$ cat config.mk
export PLATFORM = sky130hd
export DESIGN_NAME = pool2d_stream
export DESIGN_NICKNAME = d
export VERILOG_FILES = /design/src/rtl/pool2d_stream_pkg.sv /design/src/rtl/pool2d_stream_reduce_unit.sv /design/src/rtl/pool2d_stream.sv
export SDC_FILE = /design/constraint.sdc
export NUM_CORES = 1
export LEC_CHECK = 0
export BUFFER_PORTS_ARGS = -buffer_cell sky130_fd_sc_hd__buf_2
export CAP_MARGIN = 20
export CORE_UTILIZATION = 45
export CTS_BUF_LIST = sky130_fd_sc_hd__clkbuf_2
export CTS_CLUSTER_SIZE = 25
export DETAILED_ROUTE_END_ITERATION = 8
export GPL_TIMING_DRIVEN = 0
export SYNTH_ARGS = -nofsm -noshare
export SYNTH_HDL_FRONTEND = slang
export SYNTH_SLANG_ARGS = --single-unit
$ cat constraint.sdc
create_clock -name clk -period 8.8 [get_ports clk]
set_input_delay 0.88 -clock clk [delete_from_list [all_inputs] [get_ports clk]]
set_output_delay 0.88 -clock clk [all_outputs]
set_load 0.02 [all_outputs]
$ cat src/rtl/pool2d_stream_pkg.sv
// Shared definitions for the streaming 2-D pooling engine: width helpers,
// FSM state encoding and the per-frame reduction mode constants.
package pool_pkg;

  // Reduction mode, latched on the first pixel of every frame.
  localparam logic POOL_MAX = 1'b0;
  localparam logic POOL_AVG = 1'b1;

  // Frame sequencing states.
  typedef enum logic [1:0] {
    ST_IDLE  = 2'd0,
    ST_RUN   = 2'd1,
    ST_DRAIN = 2'd2
  } pool_state_t;

  // Ceiling log2; clog2(1) = 0.
  function automatic int clog2(input int value);
    int res;
    res = 0;
    for (int i = 0; i < 31; i++) begin
      if ((32'sd1 <<< i) < value) begin
        res = i + 1;
      end
    end
    return res;
  endfunction

  // Accumulator width: room for the sum of POOL_K*POOL_K pixels.
  function automatic int acc_width(input int data_w, input int pool_k);
    return data_w + 2 * clog2(pool_k);
  endfunction

endpackage

$ cat src/rtl/pool2d_stream_reduce_unit.sv
// Combinational window reduction step: folds one pixel into a running
// accumulator (max or sum) and forms the final window result.
module pool_reduce_unit
  import pool_pkg::*;
#(
  parameter int DATA_W = 22,
  parameter int POOL_K = 2,
  parameter int SIGNED = 1,
  parameter int ACC_W  = acc_width(DATA_W, POOL_K)
) (
  input  logic              first_pix,
  input  logic              mode,
  input  logic [ACC_W-1:0]  acc,
  input  logic [DATA_W-1:0] pixel,
  output logic [ACC_W-1:0]  acc_next,
  output logic [DATA_W-1:0] result
);

  localparam int SHIFT = 2 * clog2(POOL_K);
  localparam int EXT_W = ACC_W - DATA_W;

  logic [ACC_W-1:0] pix_ext_s;
  logic [ACC_W-1:0] sum_s;
  logic [ACC_W-1:0] max_s;
  logic [ACC_W-1:0] avg_s;
  logic             pix_gt_s;

  // Extend the pixel, compute candidate max/sum and the divided average.
  always_comb begin
    pix_ext_s = {ACC_W{1'b0}};
    pix_gt_s  = 1'b0;
    avg_s     = {ACC_W{1'b0}};
    if (SIGNED != 0) begin
      pix_ext_s = {{EXT_W{pixel[DATA_W-1]}}, pixel};
      pix_gt_s  = $signed(pix_ext_s) > $signed(acc);
    end else begin
      pix_ext_s = {{EXT_W{1'b0}}, pixel};
      pix_gt_s  = pix_ext_s > acc;
    end
    sum_s = acc + pix_ext_s;
    max_s = pix_gt_s ? pix_ext_s : acc;
    // Arithmetic shift in signed mode so the average rounds toward -inf.
    if (SIGNED != 0) begin
      avg_s = $signed(sum_s) >>> SHIFT;
    end else begin
      avg_s = sum_s >> SHIFT;
    end
  end

  // Select the new accumulator value and the window result for the mode.
  always_comb begin
    acc_next = {ACC_W{1'b0}};
    result   = {DATA_W{1'b0}};
    if (first_pix) begin
      acc_next = pix_ext_s;
    end else if (mode == POOL_AVG) begin
      acc_next = sum_s;
    end else begin
      acc_next = max_s;
    end
    if (mode == POOL_AVG) begin
      result = avg_s[DATA_W-1:0];
    end else begin
      result = max_s[DATA_W-1:0];
    end
  end

endmodule

$ cat src/rtl/pool2d_stream.sv
// Streaming 2-D pooling engine. Pixels arrive in raster order; each
// non-overlapping POOL_K x POOL_K window is reduced to one max or average.
module pool2d_stream
  import pool_pkg::*;
#(
  parameter int DATA_W = 22,
  parameter int IMG_W  = 8,
  parameter int IMG_H  = 8,
  parameter int POOL_K = 2,
  parameter int SIGNED = 1
) (
  input  logic              clk,
  input  logic              rst,
  input  logic              mode,
  input  logic              in_valid,
  output logic              in_ready,
  input  logic [DATA_W-1:0] in_data,
  output logic              out_valid,
  input  logic              out_ready,
  output logic [DATA_W-1:0] out_data,
  output logic              frame_done
);

  localparam int ACC_W  = acc_width(DATA_W, POOL_K);
  localparam int LOG_K  = clog2(POOL_K);
  localparam int NSLOT  = IMG_W / POOL_K;
  localparam int COL_W  = (clog2(IMG_W) > 0) ? clog2(IMG_W) : 1;
  localparam int ROW_W  = (clog2(IMG_H) > 0) ? clog2(IMG_H) : 1;
  localparam int SLOT_W = (clog2(NSLOT) > 0) ? clog2(NSLOT) : 1;

  pool_state_t       state_r;
  pool_state_t       state_nxt_s;
  logic              mode_r;
  logic [COL_W-1:0]  col_r;
  logic [ROW_W-1:0]  row_r;
  logic [ACC_W-1:0]  acc_r [NSLOT];
  logic              out_valid_r;
  logic [DATA_W-1:0] out_data_r;

  logic              in_ready_s;
  logic              accept_s;
  logic              handoff_s;
  logic              col_last_s;
  logic              row_last_s;
  logic              first_pix_s;
  logic              win_done_s;
  logic              frame_start_s;
  logic              frame_end_s;
  logic [SLOT_W-1:0] slot_s;
  logic [ACC_W-1:0]  acc_next_s;
  logic [DATA_W-1:0] result_s;

  // Handshake qualifiers and raster-position decodes.
  always_comb begin
    in_ready_s    = !(out_valid_r && !out_ready);
    accept_s      = in_valid && in_ready_s;
    handoff_s     = out_valid_r && out_ready;
    col_last_s    = (col_r == COL_W'(IMG_W - 1));
    row_last_s    = (row_r == ROW_W'(IMG_H - 1));
    first_pix_s   = (col_r[LOG_K-1:0] == {LOG_K{1'b0}}) &&
                    (row_r[LOG_K-1:0] == {LOG_K{1'b0}});
    win_done_s    = (col_r[LOG_K-1:0] == {LOG_K{1'b1}}) &&
                    (row_r[LOG_K-1:0] == {LOG_K{1'b1}});
    frame_start_s = accept_s && (col_r == {COL_W{1'b0}}) && (row_r == {ROW_W{1'b0}});
    frame_end_s   = accept_s && col_last_s && row_last_s;
    slot_s        = SLOT_W'(col_r >> LOG_K);
  end

  pool_reduce_unit #(
    .DATA_W (DATA_W),
    .POOL_K (POOL_K),
    .SIGNED (SIGNED),
    .ACC_W  (ACC_W)
  ) u_reduce (
    .first_pix (first_pix_s),
    .mode      (mode_r),
    .acc       (acc_r[slot_s]),
    .pixel     (in_data),
    .acc_next  (acc_next_s),
    .result    (result_s)
  );

  // Frame FSM state register.
  always_ff @(posedge clk) begin
    if (rst) begin
      state_r <= ST_IDLE;
    end else begin
      state_r <= state_nxt_s;
    end
  end

  // Frame FSM next state. A pixel accepted during the final hand-off
  // already belongs to the next frame, so DRAIN can go straight to RUN.
  always_comb begin
    state_nxt_s = state_r;
    case (state_r)
      ST_IDLE: begin
        if (accept_s) begin
          state_nxt_s = ST_RUN;
        end else begin
          state_nxt_s = ST_IDLE;
        end
      end
      ST_RUN: begin
        if (frame_end_s) begin
          state_nxt_s = ST_DRAIN;
        end else begin
          state_nxt_s = ST_RUN;
        end
      end
      ST_DRAIN: begin
        if (handoff_s && accept_s) begin
          state_nxt_s = ST_RUN;
        end else if (handoff_s) begin
          state_nxt_s = ST_IDLE;
        end else begin
          state_nxt_s = ST_DRAIN;
        end
      end
      default: begin
        state_nxt_s = ST_IDLE;
      end
    endcase
  end

  // Raster counters and the per-frame mode latch.
  always_ff @(posedge clk) begin
    if (rst) begin
      col_r  <= {COL_W{1'b0}};
      row_r  <= {ROW_W{1'b0}};
      mode_r <= POOL_MAX;
    end else if (accept_s) begin
      if (frame_start_s) begin
        mode_r <= mode;
      end else begin
        mode_r <= mode_r;
      end
      if (col_last_s) begin
        col_r <= {COL_W{1'b0}};
        row_r <= row_last_s ? {ROW_W{1'b0}} : row_r + ROW_W'(1);
      end else begin
        col_r <= col_r + COL_W'(1);
        row_r <= row_r;
      end
    end else begin
      col_r  <= col_r;
      row_r  <= row_r;
      mode_r <= mode_r;
    end
  end

  // Column-slot accumulators, one per window across the image width.
  always_ff @(posedge clk) begin
    if (rst) begin
      for (int j = 0; j < NSLOT; j++) begin
        acc_r[j] <= {ACC_W{1'b0}};
      end
    end else if (accept_s) begin
      acc_r[slot_s] <= acc_next_s;
    end else begin
      acc_r[slot_s] <= acc_r[slot_s];
    end
  end

  // Output register: loads on the last pixel of a window, holds until taken.
  always_ff @(posedge clk) begin
    if (rst) begin
      out_valid_r <= 1'b0;
      out_data_r  <= {DATA_W{1'b0}};
    end else if (accept_s && win_done_s) begin
      out_valid_r <= 1'b1;
      out_data_r  <= result_s;
    end else if (handoff_s) begin
      out_valid_r <= 1'b0;
      out_data_r  <= out_data_r;
    end else begin
      out_valid_r <= out_valid_r;
      out_data_r  <= out_data_r;
    end
  end

  // Port drive; frame_done marks the hand-off of the frame's last result.
  always_comb begin
    in_ready   = in_ready_s;
    out_valid  = out_valid_r;
    out_data   = out_data_r;
    frame_done = (state_r == ST_DRAIN) && handoff_s;
  end

endmodule

Yosys cells after proc, flatten, opt, wreduce, memory -nomap -nowiden. Memories as Yosys holds them, arrays and structs flattened. A register that Yosys moved wholly into a read port is not among the register bits. Cells that the tools add are included.

Output and inout port bits: 25. Flip-flop bits (word level): 32. Logic and storage cells: 66. RAM bits: 96. Input bits: 27. Memories kept: 1.

Memories: acc_r (words 4, width 24, rd ports 1, clocked after memory_dff 1, wr ports 4, line pool2d_stream.sv:36) `logic [ACC_W-1:0] acc_r [NSLOT];`.

Add/subtract/negate cells: 3. Bitwise operators: 3. Equal/unequal tests: 4. Order comparisons: 1. Reductions and logical operators: 21. Mux-type cells: 27.

Operators with widths (count): $mux 24 (5); $add 24x24->24 (1); $gt 22x24->1 (1); $reduce_or 24->1 (1); $mux 22 (1); $logic_and 1x1->1 (12); $mux 1 (12); $mux 2 (6); $add 3x1->3 const B (2); $eq 3x3->1 const B (2); $logic_not 3->1 (2); $mux 3 (2); $pmux 2 s3 (1); $reduce_and 2->1 (2); $eq 2x1->1 const B (1); $eq 2x2->1 const B (1); $logic_not 1->1 (2); $logic_not 2->1 (1); $not 1->1 (2); $reduce_bool 2->1 (1); $or 1x1->1 (1).

Logic depth before layout (Yosys ltp). Gate-level depths: netlist of the first run.

Word-level depth: 10. Gate-level depth with buffers: 17. Mapped depth without buffers: 13.

Cells and area by module. Synthesis of the first run repeated with hierarchy kept, for this count alone.

Cells, all modules: 823. Area total of the unflattened synthesis: 8832.2 sq um.

By module, submodules not included: pool2d_stream (area each 6052.1 sq um, seq. area each 3563.4 sq um, cells an instance 429, instances 1); pool_reduce_unit (area each 2780.2 sq um, seq. area each 0.0 sq um, cells an instance 394, instances 1).

Worst setup path after synthesis of the first run. No wires, ideal clock.

Path kind: reg2reg. Start: register with a tool-made name. End: memory acc_r[0][20] (netlist bit), data pin. Cell stages (with the launch flop): 14. Library setup time: 0.270 ns. Clock period less this slack: 4.042 ns. Arrival: 3.772 ns. Data required time: 8.530 ns. Path buffers: 2. Slack: 4.758 ns. Path through: dfxtp_1 > buf_2 > buf_2 > mux4_2 > ha_1 > fa_1 > nor2b_1 > o211a_1 > o41a_1 > o21ai_0 > o221ai_1 > xnor2_1 > a31oi_1 > a21oi_1.

RTL lines (line): to (decl) (pool2d_stream.sv:36).

==> results of run 1 <==
## through the flow
step | utilization | hold WS, ps | area, sq um | cells
floorplan | - | 453 | 8870 | 948
global placement | 0.497 | 443 | 9450 | 1258
detailed placement | 0.503 | 445 | 9570 | 1263
CTS | 0.515 | 367 | 9800 | 1295
global route | 0.515 | 381 | 9800 | 1296
finish | 0.515 | 410 | 9800 | 1296
## per-layer routing
metal | global-route usage | vias up | part of all wire
li1 | - | 3671 | -
met3 | 0.0602 | 84 | 0.088
met4 | 0.111 | 0 | 0.036
met2 | 0.490 | 432 | 0.45
met1 | 0.427 | 3890 | 0.43
met5 | 0 | - | 0
## synth_stat cells, drive strengths merged (8+ instances only)
library cell | instances | area share
or3 | 9 | 0.0063
o211ai | 11 | 0.0099
edfxtp | 96 | 0.32
nand2 | 75 | 0.032
buf | 16 | 0.0097
nand3 | 20 | 0.011
dfxtp | 34 | 0.077
xnor2 | 14 | 0.014
a211oi | 13 | 0.013
nor2 | 128 | 0.054
and2 | 8 | 0.0056
nand2b | 10 | 0.0071
nor2b | 13 | 0.0092
o22ai | 14 | 0.0099
ha | 54 | 0.076
inv | 53 | 0.022
o31ai | 8 | 0.0073
o211a | 9 | 0.010
nor3 | 36 | 0.021
mux2i | 16 | 0.018
clkbuf | 42 | 0.018
a21oi | 76 | 0.043
o21ai | 51 | 0.029
mux4 | 20 | 0.051
## report_power, final
group          switching [uW]  total [uW]  internal (uW)
Clock                     244         378            134
Sequential               12.1         718            706
Combinational             449         672            224
## kinds of logic after synthesis
logic type | after synthesis | share of synthesized area
and+or+nand+nor | 327 | 0.168
AOI/OAI and AO/OA | 266 | 0.210
DFF | 130 | 0.402
buffers and inverters | 112 | 0.0503
adders and majority gates | 55 | 0.0784
muxes | 42 | 0.0764
xor gates and xnor gates | 16 | 0.0158
## final cells by class
cell class,instances,area (sq um),area share
antenna,1,2.50,0.000255
buffer,58,244,0.0249
clock buffer,19,95.1,0.00971
clock inverter,13,134,0.0137
inverter,54,203,0.0207
multi-input combinational,706,4860,0.496
sequential,130,3560,0.364
tap,260,325,0.0332
timing repair buffer,55,368,0.0375
## how the worst max path moves through the flow
stage | endpoint | slack (ps) | cells after the start
after floorplan | acc_r[0][20] | 4760 | 13
after global placement | acc_r[2][13] | 3180 | 15
after detailed placement | acc_r[2][13] | 3220 | 15
after CTS | acc_r[2][13] | 3160 | 15
after global routing | acc_r[2][13] | 2890 | 15
final | acc_r[1][18] | 3100 | 15
## flip-flops by register name, summed over array words and instances (netlist names), named ones only
register,flops
acc_r,96
mode_r,1
out_valid,1
col_r,3
state_r,2
out_data,22
row_r,3
## worst max-delay path: cells and delay by family, from the launching register on
family | cells | cell delay, ps
DFF | 1 | 360
buffers and inverters | 5 | 1730
AOI/OAI and AO/OA | 5 | 2120
adders and majority gates | 1 | 220
muxes | 1 | 520
and+or+nand+nor | 3 | 460
==> impl_results.md, run 1 <==
- Final #Nets: 1104
- Hold Crit Class: in -> reg
- Io pins: 52
- Clock root buffer master: clkbuf_2
- DR DRC count: 0
- Arrival time at the worst endpoint: 6160 ps
- Setup fix buffers added after clock tree synthesis: 0
- Clk Latency, worst-skew pair: 740 ps
- Worst vdd ir: 0.0693 mV
- Seq cells post-synth: 130
- Critical path cell sequence: clkbuf_1 -> clkbuf_1 -> mux4_2 -> inv_1 -> ha_1 -> buf_2 -> a211oi_2 -> nor2_1 -> o311ai_1 -> nand4_1 -> o211ai_2 -> buf_4 -> o21ai_1 -> a311oi_2 -> nor2_1
- Largest net degree at the start of global routing: 18
- R2r worst-path depth: 15
- Mapped Nets: 1030
- Most frequent cells in the layout: 128 x nor2_1, 96 x edfxtp_1, 75 x nand2_1, 75 x a21oi_1, 62 x buf_2
- Vias in the first global route: 7436
- Post-DP HPWL: 23300 um
- Worst Path Required: 9260 ps
- Area of the die: 0.0203 sq mm
- Setup TNS: 0 ps
- Worst-Margin Slew: 968 ps
- Max Fclk: 175 MHz
- Status: completed
- Slowest stage delay, CP: 720 ps
- H-tree Lvls: 4
- CTS Sinks: 130
- GP Congestion: 0.979
- Cell variety after synth: 87
- Iter 0 DRT Violations: 732
- CTS max path bufs: 2
- RSZ-0062 raised after global routing: false
- Ys async rst share: 0
- Period utilisation layout: 0.648
- Max Cap Viol: 0
- Syn-to-layout area delta: 10.4%
- Setup crit start kind: register
- Rows: 50
- Global route overflow: 0
- Synthesized instance count: 948
- Syn Area/Cell: 9.36 sq um
- Hold-fix buffers, CTS: 0
- WHS Endpoint: mode_r
- Initial Utilization: 0.467
- Final ANT Viol Nets: 0
- Via-to-Cell Ratio: 6.23
- Post-synth EDFFs: 96
- TritonCTS clock tree: done
- Synth Warn #: 0
- Crit. End Element: register
- Hold Startpoint: mode
- Final setup violation count: 0
- Final Hold Viols: 0
- FILL cells: 1874
- All-layer global routing usage: 0.312
- CP max FO: 10
- Clock Skew: 47.6 ps
- DIE WIDTH: 142 um
- Total routed wirelength: 30500 um
- R2r endpoint: acc_r[1][18]
- First-pass GRT wire length: 45700 um
- Number of port buffers: 50
- Sequential fraction of the synthesis area: 0.402
- Flop2flop setup slack: 3100 ps
- Pleak: 0.00387 uW
- Post-layout power: 1770 uW
- Pre-CTS setup slack: 3220 ps
- Hold Crit Depth: 3
- Period minus WS final: 5700 ps
- CP max-delay cell: o311ai_1
- Num CTS Buffers: 17
- Die height: 142 um
- Core outline area: 0.0190 sq mm
- Crit Path Category: reg -> reg
- Wire per inst: 23.6 um
- Pwr dens: 181 mW/mm^2
- Layout cells sized above 1: 0.143
- Initial antenna violation count: 1
- Most common cell after layout, fill and taps aside: nor2_1
- Clk pin slew, worst setup/hold paths: 200 ps
- Final WS setup: 3100 ps
- Synth Flop Type: edfxtp_1
- Worst slew margin: 0.351
- Resize count post-CTS: 0
- DR vias: 8077
- Drt first pass iters: 6
- Max Slew Vio Count: 0
- Cell area after synthesis: 0.00887 sq mm
Note: power is estimated with default switching activity, not from simulation.
==> run 2, diff against run 1 <==
==> constraint.sdc (replaced) <==
create_clock -name clk -period 4.7 [get_ports clk]
set_input_delay 0.47 -clock clk [delete_from_list [all_inputs] [get_ports clk]]
set_output_delay 0.47 -clock clk [all_outputs]
set_load 0.02 [all_outputs]
==> run 2 against run 1 <==
Against the previous run: first-iteration DRC count grew 16%; count of clock-buffer cells in the layout unchanged; via count up 0.57%; largest cell class unchanged.
==> impl_results.md, run 2 (synthesized netlist as in run 1, its figures left out) <==
- Layout cells sized above 1: 0.163 (was 0.143)
- Final #Nets: 1109 (was 1104)
- Max Fclk: 218 MHz (was 175 MHz)
- Area of the die: 0.0203 sq mm (unchanged)
- Initial Utilization: 0.467 (unchanged)
- Largest net degree at the start of global routing: 18 (unchanged)
- Clock Skew: 42.8 ps (was 47.6 ps)
- Initial antenna violation count: 1 (unchanged)
- First-pass GRT wire length: 46100 um (was 45700 um)
- R2r endpoint: acc_r[0][23] (was acc_r[1][18])
- Sequential group share of total power: 0.401 (was 0.406)
- Design area: 0.00996 sq mm (was 0.00980 sq mm)
- Period minus WS final: 4590 ps (was 5700 ps)
- Most common cell after layout, fill and taps aside: nor2_1 (unchanged)
- Io pins: 52 (unchanged)
- Pwr dens: 337 mW/mm^2 (was 181 mW/mm^2)
- Number of port buffers: 50 (unchanged)
- Final setup violation count: 0 (unchanged)
- Worst slew margin: 0.343 (was 0.351)
- Worst Path Required: 5170 ps (was 9260 ps)
- Post-DP HPWL: 23300 um (unchanged)
- Clock root buffer master: clkbuf_2 (unchanged)
- Setup crit start kind: register (unchanged)
- Hold Startpoint: in_data[6] (was mode)
- Arrival time at the worst endpoint: 5060 ps (was 6160 ps)
- DR DRC count: 0 (unchanged)
- Total placed instance area: 0.00957 sq mm (unchanged)
- Grt peak-use layer: met2 (unchanged)
- Clk pin slew, worst setup/hold paths: 230 ps (was 200 ps)
- Hold Crit Class: in -> reg (unchanged)
- Hold Slack: 89.6 ps (was 410 ps)
- Period utilisation layout: 0.977 (was 0.648)
- Via-to-Cell Ratio: 6.24 (was 6.23)
- DP Cell Count: 1263 (unchanged)
- Num CTS Buffers: 17 (unchanged)
- Setup TNS: 0 ps (unchanged)
- CP max FO: 10 (unchanged)
- Syn-to-layout area delta: 12.3% (was 10.4%)
- Worst-Margin Slew: 979 ps (was 968 ps)
- Final core occ: 0.524 (was 0.515)
- H-tree Lvls: 4 (unchanged)
- Comb pwr share: 0.389 (was 0.380)
- Iter 0 DRT Violations: 848 (was 732)
- R2r worst-path depth: 13 (was 15)
- Crit Path Category: reg -> reg (unchanged)
- Crit. End Element: register (unchanged)
- Hold Crit Depth: 3 (unchanged)
- Core outline area: 0.0190 sq mm (unchanged)
- DR vias: 8123 (was 8077)
- Pleak: 0.00394 uW (was 0.00387 uW)
- Die height: 142 um (unchanged)
- Routing usage on met2: 0.495 (was 0.490)
- Max Cap Viol: 0 (unchanged)
- CTS max path bufs: 2 (unchanged)
- DIE WIDTH: 142 um (unchanged)
- Clock network power share: 0.210 (was 0.214)
- Rows: 50 (unchanged)
- Max Slew Vio Count: 0 (unchanged)
- FILL cells: 1853 (was 1874)
- Final ANT Viol Nets: 0 (unchanged)
- Global route overflow: 0 (unchanged)
- Final Hold Viols: 0 (unchanged)
- All-layer global routing usage: 0.314 (was 0.312)
- Vias in the first global route: 7484 (was 7436)
- Met3 Use GR: 0.0602 (unchanged)
- WHS Endpoint: out_data[6] (was mode_r)
- Global routing usage on met1: 0.428 (was 0.427)
- Largest Register: acc_r (unchanged)
- CTS Sinks: 130 (unchanged)
- Clk Latency, worst-skew pair: 750 ps (was 740 ps)
- Status: completed (unchanged)
- TritonCTS clock tree: done (unchanged)
- Worst vdd ir: 0.132 mV (was 0.0693 mV)
- Drt first pass iters: 6 (unchanged)
- Net Sw Frac: 0.400 (was 0.399)
- Most frequent cells in the layout: 128 x nor2_1, 96 x edfxtp_1, 75 x nand2_1 (was 128 x nor2_1, 96 x edfxtp_1, 75 x nand2_1, 75 x a21oi_1, 62 x buf_2)
- Flop2flop setup slack: 110 ps (was 3100 ps)
- Number of flip-flops in the largest register: 96 (unchanged)
- Fin cells: 1301 (was 1296)
- P_int: 2010 uW (was 1060 uW)
- P_sw: 1340 uW (was 705 uW)
- GP Congestion: 0.979 (unchanged)
- Total routed wirelength: 30700 um (was 30500 um)
- Wire per inst: 23.6 um (about the same)
[run 2: cell types whose count changed in the layout (fill, tap and decap cells not counted), moves of 2 or more]
cell      previous run  this run
a21oi_1             75        70
a21oi_2              1         6
buf_4                4         9
clkbuf_1            42        38
buf_2               62        60
buf_6                0         2
clkbuf_4             0         2
o21ai_0             39        37
o21ai_2              0         2
[run 2: through the flow]
| step | total power [uW] | setup slack (ps) |
|---|---|---|
| after floorplan | 2200 | 658 |
| after global placement | 2570 | -920 |
| after detailed placement | 2580 | -876 |
| after CTS | 3290 | 18.1 |
| after global routing | 3500 | -2.29 |
| final | 3360 | 109 |
[run 2: worst max path at each step]
stage	from	cells past startpoint	slack (ps)	endpoint
after global routing	register	14	-2	acc_r[0][18]
after detailed placement	register	15	-880	acc_r[2][13]
after global placement	register	15	-920	acc_r[2][13]
after floorplan	register	13	660	acc_r[2][20]
final	register	13	110	acc_r[0][23]
after CTS	register	15	20	acc_r[1][18]
[run 2: final cells by class]
| class | instances | area, sq um | share of cell area |
|---|---|---|---|
| multi-input combinational | 706 | 4960 | 0.498 |
| sequential | 130 | 3560 | 0.358 |
| timing repair buffer | 61 | 415 | 0.0417 |
| tap | 260 | 325 | 0.0327 |
| buffer | 57 | 262 | 0.0263 |
| inverter | 54 | 203 | 0.0203 |
| clock inverter | 13 | 134 | 0.0134 |
| clock buffer | 19 | 95.1 | 0.00955 |
| antenna | 1 | 2.50 | 0.000251 |
[run 2: timing repair]
item                                   CTS  global route
pin swaps                                1             5
endpoints found under the hold margin    1             0
setup endpoints to repair              118            81
gates resized for setup                 16            14
setup buffers                            1             4
hold buffers                             1             0
[run 2: worst max-delay path, stage by stage, from the launching register on]
cell and delay, ps:
dfxtp_1 350, buf_6 160, buf_6 180, clkbuf_4 210, o21ai_0 610, ha_1 350, buf_2 170, or3_1 450
nor4_1 620, o211ai_1 300, and3_1 280, mux2i_1 150, o21ai_1 350, a21oi_1 140
[run 2: power groups by stage]
stage / clock network, uW / logic [uW] / registers [uW]
floorplan: 0 / 839 / 1360
global placement: 0 / 1200 / 1370
detailed placement: 0 / 1210 / 1370
CTS: 713 / 1230 / 1350
global route: 752 / 1390 / 1350
finish: 706 / 1300 / 1350
[run 2: layer usage]
layer / vias up / part of all wire
li1: 3677 / -
met1: 3905 / 0.42
met2: 475 / 0.45
met3: 66 / 0.099
met4: 0 / 0.031
met5: - / 0
==> run 3, diff against run 2 <==
--- a/config.mk
+++ b/config.mk
@@ -14,4 +14,5 @@
 export GPL_TIMING_DRIVEN = 0
 export SYNTH_ARGS = -nofsm -noshare
 export SYNTH_HDL_FRONTEND = slang
+export SYNTH_HIERARCHICAL = 1
 export SYNTH_SLANG_ARGS = --single-unit
==> run 3 against run 2 <==
Against the previous run: worst hold slack improved by 60 ps; maximum frequency is 0.63% lower; combinational power fell by 15%; cell area is 0.53% lower; final cell count decreased by 9.1%; clock skew down 1.1 ps; sequential share of layout area up 0.18 points; critical path depth grew 5; first-iteration DRC count shrank 19%; core utilization is 0.10 points lower.
==> impl_results.md, run 3 <==
- Status: completed (unchanged)
- Period minus WS final: 4620 ps (was 4590 ps)
- Cell area after synthesis: 0.00883 sq mm (was 0.00887 sq mm)
- Hold Crit Class: in -> reg (unchanged)
- CTS max path bufs: 2 (unchanged)
- Pwr dens: 318 mW/mm^2 (was 337 mW/mm^2)
- Setup crit start kind: register (unchanged)
- DIE WIDTH: 142 um (about the same)
- Synthesized instance count: 823 (was 948)
- Pleak: 0.00376 uW (was 0.00394 uW)
- Final WS setup: 80.2 ps (was 109 ps)
- Max Slew Vio Count: 0 (unchanged)
- Final Hold Viols: 0 (unchanged)
- Sequential fraction of the synthesis area: 0.403 (was 0.402)
- Clk Latency, worst-skew pair: 730 ps (was 750 ps)
- Total routed wirelength: 28100 um (was 30700 um)
- H-tree Lvls: 4 (unchanged)
- Max Cap Viol: 0 (unchanged)
- Num CTS Buffers: 17 (unchanged)
- Yosys top cell by area: edfxtp_1 (unchanged)
- All-layer global routing usage: 0.284 (was 0.314)
- Number of port buffers: 50 (unchanged)
- Number of flip-flops in the largest register: 96 (unchanged)
- Mapped Nets: 904 (was 1030)
- WHS Endpoint: state_r[1] (was out_data[6])
- Synth Warn #: 6 (was 0)
- Initial antenna violation count: 0 (was 1)
- Hold Startpoint: out_ready (was in_data[6])
- R2r worst-path depth: 18 (was 13)
- Max Fclk: 216 MHz (was 218 MHz)
- Post-synth EDFFs: 96 (unchanged)
- Worst Path Required: 5200 ps (was 5170 ps)
- Area of the die: 0.0202 sq mm (was 0.0203 sq mm)
- Flop2flop setup slack: 80 ps (was 110 ps)
- Fin cells: 1182 (was 1301)
- TritonCTS clock tree: done (unchanged)
- Period utilisation layout: 0.983 (was 0.977)
- Iter 0 DRT Violations: 685 (was 848)
- CTS Sinks: 130 (unchanged)
- Syn Area/Cell: 10.7 sq um (was 9.36 sq um)
- Synth top area cells: edfxtp_1 33%, a22o_1 9.5%, dfxtp_1 7.7% (was edfxtp_1 32%, dfxtp_1 7.7%, ha_1 7.6%)
- Arrival time at the worst endpoint: 5120 ps (was 5060 ps)
- Rows: 50 (unchanged)
- Final #Nets: 990 (was 1109)
- Worst vdd ir: 0.142 mV (was 0.132 mV)
- Crit Path Category: reg -> reg (unchanged)
- Io pins: 52 (unchanged)
- Syn-to-layout area delta: 12.2% (was 12.3%)
- Initial Utilization: 0.466 (was 0.467)
- Antenna diodes: 0 (was 1)
- Pre-CTS setup slack: -485 ps (was -876 ps)
- Post-DP HPWL: 20600 um (was 23300 um)
- DP Cell Count: 1136 (was 1263)
- Worst-Margin Slew: 870 ps (was 979 ps)
- First-pass GRT wire length: 42700 um (was 46100 um)
- R2r endpoint: acc_r[3][2] (was acc_r[0][23])
- Vias in the first global route: 7571 (was 7484)
- DR vias: 7572 (was 8123)
- Drt first pass iters: 7 (was 6)
- Synth top cells by count: 96 x a22o_1, 96 x edfxtp_1, 58 x a21oi_1, 54 x inv_1, 53 x ha_1 (was 128 x nor2_1, 96 x edfxtp_1, 75 x a21oi_1, 75 x nand2_1, 54 x ha_1)
- Largest Register: acc_r (unchanged)
- DR DRC count: 0 (unchanged)
- Seq cells post-synth: 130 (unchanged)
- Ys async rst share: 0 (unchanged)
- Crit. End Element: register (unchanged)
- Final ANT Viol Nets: 0 (unchanged)
- Clock root buffer master: clkbuf_2 (unchanged)
- Synth top area share: 0.326 (was 0.325)
- Hold Crit Depth: 4 (was 3)
- Clock Skew: 41.7 ps (was 42.8 ps)
- Clk pin slew, worst setup/hold paths: 210 ps (was 230 ps)
- CP max FO: 10 (unchanged)
- Layout cells sized above 1: 0.194 (was 0.163)
- Final setup violation count: 0 (unchanged)
- Wire per inst: 23.7 um (was 23.6 um)
- Cell variety after synth: 75 (was 87)
- Most frequent cells in the layout: 96 x a22o_1, 96 x edfxtp_1, 59 x buf_2 (was 128 x nor2_1, 96 x edfxtp_1, 75 x nand2_1)
- Worst slew margin: 0.419 (was 0.343)
- GP Congestion: 0.937 (was 0.979)
- Synth Flop Type: edfxtp_1 (unchanged)
- Core outline area: 0.0190 sq mm (about the same)
- Global route overflow: 0 (unchanged)
- Via-to-Cell Ratio: 6.41 (was 6.24)
- Die height: 142 um (about the same)
- Largest net degree at the start of global routing: 25 (was 18)
[run 3: cell types whose count changed after synthesis, sizes merged, moves of 14 or more]
| cell | before | now |
|---|---|---|
| nand2 | 75 | 23 |
| a221o | 1 | 17 |
| o22ai | 14 | 0 |
| nor3 | 36 | 6 |
| o21ai | 51 | 28 |
| o31ai | 8 | 32 |
| nand4 | 7 | 34 |
| a21oi | 76 | 58 |
| a22o | 5 | 96 |
| nor2 | 128 | 47 |
[run 3: worst max path at each step]
stage / start / end / slack [ps] / cells past startpoint
finish: register / acc_r[3][2] / 80 / 18
global route: register / acc_r[1][21] / -10 / 17
CTS: register / acc_r[3][2] / 30 / 15
detailed placement: register / out_data[19] / -490 / 16
global placement: register / out_data[19] / -440 / 16
floorplan: register / acc_r[0][14] / 680 / 16
[run 3: critical path: stages (launching register included)]
cell and delay (ps):
dfxtp_1 350, buf_2 220, buf_6 230, mux4_2 630
inv_1 100, ha_1 220, buf_2 170, nand4_1 210
buf_4 160, nor3_1 40, a222oi_1 350, and3_1 230
buf_6 130, mux2_4 370, buf_6 180, buf_6 160
a31oi_1 170, o2bb2ai_1 210, a22o_1 270
[run 3: area by class of cell]
| class | instances | area (sq um) |
|---|---|---|
| repair buffers | 67 | 415 |
| plain buffers | 62 | 338 |
| clock buffers | 19 | 95.1 |
| clock inverters | 13 | 148 |
| fillers | 1762 | 9050 |
| inverters | 56 | 213 |
| multi-input cells | 575 | 4810 |
| flip-flops and latches | 130 | 3560 |
| well taps | 260 | 325 |
[run 3: repair_timing]
item	4_1_cts	5_1_grt
resized for setup	10	10
endpoints found under the hold margin	1	0
endpoints found under the setup margin	111	98
pin swaps	0	4
hold buffers	1	0
buffers inserted	0	13
[run 3: logic make-up after synthesis]
logic type	count (synthesis)	share of synthesized area
AO/OA/AOI/OAI	300	0.260
XOR/XNOR	20	0.0198
adder cells (fa/ha/maj)	54	0.0773
buffers and inverters	118	0.0594
flip-flops	130	0.403
multiplexers	40	0.0806
AND/OR/NAND/NOR	161	0.0997
[run 3: metal layers]
layer	routed length, um	vias to the layer above	track usage
met2	13200	312	0.465
met3	1740	71	0.0508
li1	-	3442	-
met4	1060	0	0.127
met5	0	-	0
met1	12100	3747	0.365
[run 3: stage by stage]
stage,utilization,cell area [sq um],TNS [ps],power [uW],hold WS (ps)
2_1_floorplan,-,8830,0,2070,448
3_3_place_gp,0.496,9410,-23620,2360,457
3_5_place_dp,0.500,9480,-26260,2380,460
4_1_cts,0.516,9770,0,3110,107
5_1_grt,0.523,9910,-37.8,3280,130
6_report,0.523,9910,0,3150,150
[run 3: report_power, final]
| part | switching [uW] | leakage, uW | internal, uW |
|---|---|---|---|
| clock | 467 | 0.000141 | 258 |
| sequential | 20.6 | 0.00130 | 1310 |
| combinational | 691 | 0.00231 | 406 |
| total | 1180 | 0.00376 | 1970 |
